$ cat src/rtl/pattern_merge_pipe.sv
// Per-bit three-operand merge feeding a DEPTH-stage valid/ready pipeline,
// with a running output signature and a saturating transfer counter.
module pattern_merge_pipe #(
    parameter int unsigned     W     = 8,
    parameter int unsigned     DEPTH = 2,
    parameter logic [W-1:0]    POLY  = 8'h1D
) (
    input  logic               blif_clk_net,
    input  logic               blif_reset_net,
    input  logic [W-1:0]       in_a,
    input  logic [W-1:0]       in_b,
    input  logic [W-1:0]       in_c,
    input  logic [1:0]         mode,
    input  logic               in_valid,
    output logic               in_ready,
    output logic               out_valid,
    input  logic               out_ready,
    output logic [W-1:0]       out_data,
    input  logic               sig_clear,
    output logic [W-1:0]       sig,
    output logic [15:0]        xfer_count
);

    logic [DEPTH-1:0] valid_q;
    logic [DEPTH-1:0] valid_d;
    logic [W-1:0]     data_q [DEPTH];
    logic [W-1:0]     data_d [DEPTH];
    logic [DEPTH-1:0] load;
    logic [W-1:0]     merged;
    logic             accept;
    logic             xfer;
    logic [W-1:0]     sig_q;
    logic [W-1:0]     sig_d;
    logic [W-1:0]     sig_base;
    logic [15:0]      cnt_q;
    logic [15:0]      cnt_d;
    logic [15:0]      cnt_base;

    always_comb begin
        merged = '0;
        unique case (mode)
            2'd0: merged = in_a & in_b;
            2'd1: merged = in_a & in_b & ~in_c;
            2'd2: merged = ~(in_a | in_b) & ~in_c;
            2'd3: merged = in_a ^ in_b ^ in_c;
            default: merged = '0;
        endcase
    end

    // A stage can load whenever any stage from it to the output has a hole,
    // or the output side is draining; this is the bubble-collapsing chain.
    always_comb begin
        for (int i = 0; i < DEPTH; i++) begin
            load[i] = out_ready;
            for (int j = i; j < DEPTH; j++) begin
                load[i] = load[i] | ~valid_q[j];
            end
        end
    end

    assign in_ready = load[0] & ~blif_reset_net;
    assign accept   = in_valid & in_ready;
    assign xfer     = valid_q[DEPTH-1] & out_ready & ~blif_reset_net;

    always_comb begin
        valid_d = valid_q;
        for (int i = 0; i < DEPTH; i++) begin
            data_d[i] = data_q[i];
        end
        if (load[0]) begin
            valid_d[0] = accept;
            if (accept) data_d[0] = merged;
        end
        for (int i = 1; i < DEPTH; i++) begin
            if (load[i]) begin
                valid_d[i] = valid_q[i-1];
                if (valid_q[i-1]) data_d[i] = data_q[i-1];
            end
        end
    end

    always_comb begin
        sig_base = sig_clear ? '0 : sig_q;
        cnt_base = sig_clear ? '0 : cnt_q;
        sig_d    = sig_base;
        cnt_d    = cnt_base;
        if (xfer) begin
            sig_d = {sig_base[W-2:0], 1'b0} ^ (sig_base[W-1] ? POLY : '0) ^ data_q[DEPTH-1];
            cnt_d = (cnt_base == 16'hFFFF) ? cnt_base : cnt_base + 16'd1;
        end
    end

    always_ff @(posedge blif_clk_net) begin
        if (blif_reset_net) begin
            valid_q <= '0;
            sig_q   <= '0;
            cnt_q   <= '0;
            for (int i = 0; i < DEPTH; i++) begin
                data_q[i] <= '0;
            end
        end else begin
            valid_q <= valid_d;
            sig_q   <= sig_d;
            cnt_q   <= cnt_d;
            for (int i = 0; i < DEPTH; i++) begin
                data_q[i] <= data_d[i];
            end
        end
    end

    assign out_valid  = valid_q[DEPTH-1];
    assign out_data   = data_q[DEPTH-1];
    assign sig        = sig_q;
    assign xfer_count = cnt_q;

endmodule

$ cat config.mk
export PLATFORM = sky130hd
export DESIGN_NAME = pattern_merge_pipe
export DESIGN_NICKNAME = d
export VERILOG_FILES = /design/src/rtl/pattern_merge_pipe.sv
export SDC_FILE = /design/constraint.sdc
export NUM_CORES = 1
export LEC_CHECK = 0
export BUFFER_PORTS_ARGS = -buffer_cell sky130_fd_sc_hd__buf_2
export CAP_MARGIN = 20
export CORE_ASPECT_RATIO = 1.1
export CORE_UTILIZATION = 30
export CTS_BUF_LIST = sky130_fd_sc_hd__clkbuf_8
export DETAILED_ROUTE_END_ITERATION = 12
export GPL_TIMING_DRIVEN = 0
export PLACE_DENSITY_LB_ADDON = 0.3
export SKIP_LAST_GASP = 1
export SYNTH_ARGS = -nofsm -noshare
export SYNTH_HDL_FRONTEND = slang
export SYNTH_SLANG_ARGS = --single-unit
export TNS_END_PERCENT = 50
$ cat constraint.sdc
create_clock -name blif_clk_net -period 3.01 [get_ports blif_clk_net]
set_input_delay 0.301 -clock blif_clk_net [delete_from_list [all_inputs] [get_ports blif_clk_net]]
set_output_delay 0.301 -clock blif_clk_net [all_outputs]
set_load 0.005 [all_outputs]
==> results of run 1 <==
-- worst max-delay path by stage --
stage / slack, ps / cells past startpoint / end / from
2_1_floorplan: 780 / 8 / xfer_count[5] / sig_clear
3_3_place_gp: 410 / 9 / xfer_count[5] / sig_clear
3_5_place_dp: 380 / 9 / xfer_count[5] / sig_clear
4_1_cts: 640 / 7 / xfer_count[5] / xfer_count[0]
5_1_grt: 470 / 7 / xfer_count[5] / xfer_count[0]
6_report: 650 / 7 / xfer_count[5] / xfer_count[0]
-- registers in the layout, summed over array words and instances (netlist names) --
register and cells:
data_q 16, valid_q 2, sig 8, xfer_count 16
-- synthesized netlist by cell type, types with 3 or more instances --
cell and n:
nor3b_1 8, nand3b_1 3, xor2_1 7, xnor2_1 11, nand3_1 15, a21oi_1 12, a211oi_1 7, o21ai_0 10
o31ai_1 8, nand2b_1 3, dfxtp_1 42, and3_1 7, buf_4 8, mux2i_1 21, nand4_1 5, nand2_1 17
buf_2 4, nor2_1 15, or3_1 6, inv_1 23, clkbuf_1 8, nor2b_1 17, mux2_2 4, ha_1 20
-- area by class of cell --
type / count / area [µm²]
fillers: 914 / 5290
multi-input cells: 224 / 1650
plain buffers: 22 / 118
repair buffers: 64 / 320
flip-flops and latches: 42 / 841
inverters: 23 / 86.3
clock inverters: 3 / 28.8
well taps: 111 / 139
clock buffers: 5 / 68.8
-- kinds of logic (layout without fill, tap and decap cells) --
group / after synthesis / after routing / share of synthesized area [%]
XOR/XNOR: 18 / 18 / 5.86
adder cells (fa/ha/maj): 20 / 20 / 9.30
multiplexers: 27 / 27 / 10.3
AND/OR/NAND/NOR: 109 / 109 / 23.1
AO/OA/AOI/OAI: 50 / 50 / 12.6
flip-flops: 42 / 42 / 31.3
buffers and inverters: 45 / 117 / 7.58
-- per-layer routing --
layer	global-route usage, %	share of wire (%)	vias to the layer above	wire [µm]
met5	0	0	-	0
met4	3.97	1.2	0	73
met3	2.78	4.1	6	254
met2	24.1	45	50	2830
met1	18.5	50	1070	3100
li1	-	-	1227	-
-- report_power, final --
group / internal [µW] / switching (µW)
Combinational: 74.9 / 88.9
Sequential: 568 / 9.36
Clock: 174 / 226
Total: 817 / 325
-- through the flow --
stage	total power, µW	hold WS (ps)	instance area (µm²)	setup slack [ps]
final	1140	241	3250	651
after global routing	1200	228	3250	467
after CTS	1160	225	3240	643
after detailed placement	756	468	3140	378
after global placement	751	453	3140	407
after floorplan	696	430	2690	776
-- worst register-to-register path, cell delays in order (launching register included) --
cell	delay, ps
dfxtp_1	380
nor2b_1	240
ha_1	210
and4b_1	280
or4b_1	430
buf_2	200
o2111ai_2	190
mux2_1	330
==> metrics.txt, run 1 <==
asr flop ratio synth=0%; Layout Skew=~10 ps; final core utilization=a little under two fifths; Top-Level Pins=65; Port Buffer Count=63; number of buffers created by CTS=5; Remaining DRCs=0; fin nets=roughly 430; RR Startpoint=xfer_count[0]; synth top area cells=dfxtp_1 31%, ha_1 9.3%, mux2i_1 7.8%; All-Layer GR Usage=between 10% and 20%; Yosys reg bits=42; worst r2r path cells=7; CP max FO=9; Lkg Pwr=about 0.0015 µW; width of the die=92.3 µm; Critical Path AT=between 2000 and 3000 ps; outcome=finished, final reports clean; largest net degree at the start of global routing=17; Iteration-0 DRC Markers=38; RSZ-0062 raised after global routing=false; Synth area leader=dfxtp_1; Layout Cells excl Fill=slightly below 500; crit path kind=reg2reg; clock-pin slew on the worst setup and hold paths=100 ps; Top FF cell, synth=dfxtp_1; number of hold buffers added after cts=0; CP cell instances=nor2b_1 -> ha_1 -> and4b_1 -> or4b_1 -> buf_2 -> o2111ai_2 -> mux2_1; Final Setup Violations=0; post-CTS sizing=0; vias per cell=4.76; Slew headroom=47.8%; CTS Sinks=42; PD cells=352 nW/µm²; crit path time final=around 2400 ps; Worst setup EP type=register; vias in the first global route=around 2200; worst skew pair latency=~310 ps; wire per inst=~13 µm; GPL Wtd Cong=0.773; Die Footprint=about 9300 µm²; first-pass GRT wire length=10800 µm; TritonRoute pass-1 iters=4; Worst Hold Class=in2reg; Worst setup SP type=register; CTS tree=yes; Inst Count DP=between 400 and 500; CTS H-tree lvls=2; Syn Nets=about 360; Max-Cap Viols=0; RR Endpoint=xfer_count[5]; Routed Antenna Nets=0; Synth Cell Area=approximately 2700 µm²; Root Driver=clkbuf_8; slowest library cell on the worst path=or4b_1; WP data required=3200 ps; die height=around 100 µm; dpl hpwl=around 4900 µm; Worst Hold Launch=in_valid; Rows=35; final slew viol count=0; Peak Freq=424 MHz; sequential fraction of the synthesis area=31.3%; Mapped Avg Cell Area=between 8 and 9 µm²; Synth Instances=311; total congestion overflow=0; Initial Util=between 30% and 40%; layout cells sized above 1=between 20 and 25%; maximum single-stage delay on the critical path=roughly 430 ps; core box area=8540 µm²; vias post-DR=~2400; final count of hold timing violations=0; setup_tns=0 ps; Area Growth Syn to Fin=20.7%; Yosys top cell area share=about 31%; Routed WL=approximately 6300 µm; commonest cells after routing, fill and taps aside=67 x buf_2, 42 x dfxtp_1, 23 x inv_1; Top delay family on crit path=simple AND/OR/NAND/NOR gates; Synth cell types=about 50; Warnings, synthesis=0; Hold EP=valid_q[0]; fin crit share=78.4%; Hold Path Stages=3; number of flops mapped to enable cells by yosys=0; postcts setup bufs=0; ant diodes=0; Worst VDD drop=0.000171 V; flop-to-flop setup slack=between 600 and 700 ps; CP Buf/Inv Count=1; Slew @ Worst Pin=roughly 780 ps; initial antenna violation count=0; Clock Path Buffers=2; commonest non-fill, non-tap cell in the layout=buf_2
Power figures use the tool's default switching activity.
==> run 2: changes to the inputs <==
Clock period 3.01 ns to 2.3 ns, I/O delays scaled along.
==> run 2 against run 1 <==
Against the previous run:
- hold slack worse by 78 ps
- highest routed layer unchanged
- sequential cell count stayed put
- count of clock-buffer cells in the layout stayed put
- sequential power is 31% higher
- final cell count is 0.20% higher
==> metrics.txt, run 2 (synthesis results as in run 1) <==
outcome=finished, final reports clean; vias post-DR=around 2400; Worst VDD drop=between 0.0002 and 0.00025 V; final slew viol count=0; clock-pin slew on the worst setup and hold paths=about 100 ps; Critical Path AT=approximately 2400 ps; Clock Path Buffers=2; flop-to-flop setup slack=~140 ps; vias in the first global route=2256; wire per inst=12.7 µm; fin nets=between 400 and 500; CTS H-tree lvls=2; ant diodes=0; Slew headroom=49.0%; Iteration-0 DRC Markers=between 40 and 50; crit path time final=~2200 ps; total congestion overflow=0; GPL Wtd Cong=just under 0.8; worst skew pair latency=about 310 ps; Lkg Pwr=roughly 0.0015 µW; crit path kind=reg2reg; Worst setup EP type=register; number of buffers created by CTS=5; CP Launch Point=xfer_count[1]; PD cells=about 460 nW/µm²; placed cell area=around 3100 µm²; WP data required=2490 ps; Remaining DRCs=0; Inst Count DP=485; Root Driver=clkbuf_8; layout cells sized above 1=~25%; core box area=approximately 8500 µm²; fin crit share=between 90 and 100%; Top delay family on crit path=simple AND/OR/NAND/NOR gates; largest net degree at the start of global routing=17; Routed WL=6270 µm; Slew @ Worst Pin=approximately 760 ps; RR Startpoint=xfer_count[1]; Die Footprint=between 9000 and 10000 µm²; slowest library cell on the worst path=or4b_1; number of hold buffers added after cts=0; CP Buf/Inv Count=1; CP endpoint=xfer_count[5]; commonest cells after routing, fill and taps aside=66 x buf_2, 41 x dfxtp_1, 23 x inv_1; RR Endpoint=xfer_count[5]; All-Layer GR Usage=around 14%; CTS tree=yes; maximum single-stage delay on the critical path=~430 ps; TritonRoute pass-1 iters=4; fin area=between 3000 and 4000 µm²; Hold Path Stages=3; initial antenna violation count=0; CP Depth=7; commonest non-fill, non-tap cell in the layout=buf_2; Final Setup Violations=0; first-pass GRT wire length=~11000 µm; Worst Hold Class=in2reg; Initial Util=31.5%; Peak Freq=about 460 MHz; CP cell instances=and2b_2 -> ha_1 -> and4b_1 -> or4b_1 -> buf_4 -> o2111ai_2 -> mux2_1; Rows=35; width of the die=slightly above 90 µm; Worst setup SP type=register; worst r2r path cells=7; Routed Antenna Nets=0; Reg area=roughly 840 µm²; RSZ-0062 raised after global routing=false; Layout Cells excl Fill=495; die height=between 100 and 150 µm; layout filler cell count=911; final count of hold timing violations=0; Max-Cap Viols=0; Top-Level Pins=65; CTS Sinks=42; Area Growth Syn to Fin=21.4%; vias per cell=4.79; dpl hpwl=4920 µm; multi-input logic area=1650 µm²; Port Buffer Count=between 60 and 70; Layout Skew=~9.6 ps; Pwr Total=1500 µW; CP max FO=9
==> run 2: cell count changes in the layout (fill, tap and decap cells not counted) <==
cell	delta
buf_4	+2
nor2b_1	-1
dfxtp_1	-1
buf_2	-1
and2b_2	+1
and2b_1	-1
dfxtp_2	+1
nor2b_4	+1
==> run 2: how the worst min path moves through the flow <==
| stage | slack (ps) | to | startpoint |
|---|---|---|---|
| 2_1_floorplan | 360 | valid_q[0] | in_valid |
| 4_1_cts | 150 | valid_q[0] | in_valid |
| 3_5_place_dp | 470 | sig[6] | sig[6] |
| 5_1_grt | 160 | valid_q[0] | in_valid |
| 3_3_place_gp | 450 | sig[6] | sig[6] |
| 6_report | 160 | valid_q[0] | in_valid |
==> run 2: cell type report <==
class,count,area share (%)
repair buffers,65,10.0
well taps,111,4.25
flip-flops and latches,42,25.8
clock buffers,5,2.11
clock inverters,3,0.881
inverters,23,2.64
plain buffers,22,3.68
multi-input cells,224,50.6
==> run 2: metal layers <==
metal / vias up / wire (µm) / global-route usage, % / part of all wire [%]
met2: 50 / 2870 / 24.3 / 46
met3: 6 / 255 / 2.78 / 4.1
met1: 1088 / 3070 / 18.4 / 49
met4: 0 / 72 / 3.97 / 1.1
li1: 1225 / - / - / -
met5: - / 0 / 0 / 0
==> run 2: through the flow <==
step | worst slack [ps] | setup TNS, ps | utilization [%] | hold WS (ps)
finish | 135 | 0 | 38.3 | 163
global route | 14.6 | 0 | 38.3 | 157
CTS | 36.9 | 0 | 38.1 | 154
detailed placement | -261 | -1400 | 36.8 | 468
global placement | -232 | -1150 | 36.8 | 453
floorplan | 137 | 0 | - | 359
==> run 2: worst min-delay path, cell delays in order <==
cell,delay [ps]
buf_2,110
inv_1,40
a21oi_1,50
==> run 2: what timing repair did <==
action,4_1_cts,5_1_grt
endpoints found under the setup margin,2,6
buffers inserted,1,0
pin swaps,0,1
gates resized for setup,1,5
cloned,0,0
==> run 2: power breakdown <==
| part | switching (µW) | total (µW) | internal, µW | leakage (µW) |
|---|---|---|---|---|
| Sequential | 12.3 | 756 | 744 | 0.000341 |
| Combinational | 116 | 215 | 98.5 | 0.00113 |
| Clock | 298 | 525 | 227 | 0.0000506 |
==> run 3: changes to the inputs <==
Settings changed: CORE_UTILIZATION 30 to 56.
==> run 3 against run 2 <==
Against the previous run:
- sequential share of layout area grew 0.74 points
- via count grew 1.0%
- non-clock buffer count shrank 2
- cell area shrank 2.6%
- hold slack gained 2.5 ps
- sequential power is essentially flat
- count of clock-buffer cells in the layout is the same
- die area shrank 46%
- critical endpoint unchanged
- largest cell class unchanged
- highest routed layer unchanged
==> metrics.txt, run 3 (synthesis results as in run 1) <==
outcome=finished, final reports clean; setup_tns=0 ps; first-pass GRT wire length=just over 9000 µm; layout cells sized above 1=about a quarter; Remaining DRCs=0; crit path time final=approximately 2200 ps; vias post-DR=~2400; pre-CTS setup slack=-232 ps; vias in the first global route=approximately 2100; initial antenna violation count=0; Worst Hold Class=in2reg; Root Driver=clkbuf_8; Routed Antenna Nets=0; Die Footprint=approximately 5000 µm²; Layout Skew=~3 ps; largest net degree at the start of global routing=15; RR Startpoint=xfer_count[1]; Slew headroom=31.9%; Top-Level Pins=65; CP Launch Point=xfer_count[1]; final count of hold timing violations=0; WP data required=approximately 2500 ps; Rows=26; Max-Cap Viols=0; vias per cell=~5.5; wire per inst=approximately 13 µm; final slew viol count=0; Routed WL=roughly 5700 µm; number of hold buffers added after cts=0; flop-to-flop setup slack=90 ps; width of the die=between 60 and 70 µm; Peak Freq=roughly 450 MHz; Worst Hold Launch=in_valid; Iteration-0 DRC Markers=about 180; Critical Path AT=2400 ps; TritonRoute pass-1 iters=4; dpl hpwl=4400 µm; Initial Util=between 50% and 60%; Port Buffer Count=63; CTS Sinks=42; CP max FO=9; Final Setup Violations=0; number of buffers created by CTS=5; crit path kind=reg2reg; RR Endpoint=xfer_count[5]; clock-pin slew on the worst setup and hold paths=80 ps; CTS tree=yes; PD cells=about 460 nW/µm²; fin area=3180 µm²; Clock Path Buffers=2; RSZ-0062 raised after global routing=false; layout filler cell count=slightly above 400; placed cell area=3080 µm²; ant diodes=0; Hold EP=valid_q[0]; worst skew pair latency=300 ps; Lkg Pwr=roughly 0.0015 µW; commonest non-fill, non-tap cell in the layout=buf_2; fin crit share=96.1%; Worst VDD drop=between 0.0002 and 0.00025 V; total congestion overflow=0; Slew @ Worst Pin=just over 1000 ps; CTS H-tree lvls=2; worst r2r path cells=7; post-route setup slack=about 90 ps; GPL Wtd Cong=between 0.8 and 0.9; die height=between 70 and 80 µm; core box area=approximately 4600 µm²; fin nets=432; Worst setup SP type=register; Area Growth Syn to Fin=18.2%; Hold Path Stages=3; commonest cells after routing, fill and taps aside=66 x buf_2, 40 x dfxtp_1, 23 x inv_1; All-Layer GR Usage=a little under a quarter; Worst setup EP type=register
-- run 3: cell types whose count changed in the layout (fill, tap and decap cells not counted), sizes merged --
| cell | before | now |
|---|---|---|
| buf | 78 | 77 |
| clkbuf | 14 | 13 |
| clkinv | 1 | 2 |
| clkinvlp | 0 | 1 |
| inv | 25 | 23 |
-- run 3: timing repair --
action,CTS,global route
cloned,0,0
setup buffers,0,0
setup endpoints to repair,2,3
hold endpoints to repair,0,0
gates resized for setup,1,7
-- run 3: power by group --
group	internal, µW	leakage [µW]	switching (µW)	total [µW]
clock network	213	0.0000441	271	484
logic	98.6	0.00112	114	213
registers	744	0.000341	12.7	756
-- run 3: worst max path at each step --
| stage | slack [ps] | end |
|---|---|---|
| after floorplan | 140 | xfer_count[5] |
| after global placement | -190 | xfer_count[1] |
| after detailed placement | -230 | xfer_count[5] |
| after CTS | 40 | xfer_count[5] |
| after global routing | 20 | xfer_count[5] |
| final | 90 | xfer_count[5] |
-- run 3: per-stage QoR --
step	hold WS (ps)	utilization, %	instances	power, µW
after floorplan	359	-	311	910
after global placement	464	66.6	430	977
after detailed placement	466	66.6	430	986
after CTS	158	68.6	438	1460
after global routing	206	68.9	438	1520
final	166	68.9	438	1450
-- run 3: area by class of cell --
| type | count | area (µm²) | share of cell area (%) |
|---|---|---|---|
| multi-input combinational | 224 | 1660 | 52.0 |
| timing repair buffer | 63 | 315 | 9.91 |
| clock inverter | 3 | 21.3 | 0.669 |
| buffer | 22 | 120 | 3.78 |
| sequential | 42 | 843 | 26.5 |
| inverter | 23 | 86.3 | 2.71 |
| clock buffer | 5 | 68.8 | 2.16 |
| tap | 56 | 70.1 | 2.20 |
-- run 3: per-layer routing --
| metal | vias up | GRT usage (%) | wire [µm] |
|---|---|---|---|
| met1 | 1089 | 28.9 | 2560 |
| met3 | 6 | 5.30 | 328 |
| met2 | 76 | 40.6 | 2700 |
| met4 | 0 | 8.10 | 77 |
| li1 | 1222 | - | - |
| met5 | - | 0 | 0 |
-- run 3: critical path, stage by stage, from the launching register on --
cell and delay, ps:
dfxtp_2 340, and2b_2 180, ha_1 180, and4b_2 280, or4b_1 440, buf_4 180, o2111ai_2 170, mux2_1 330
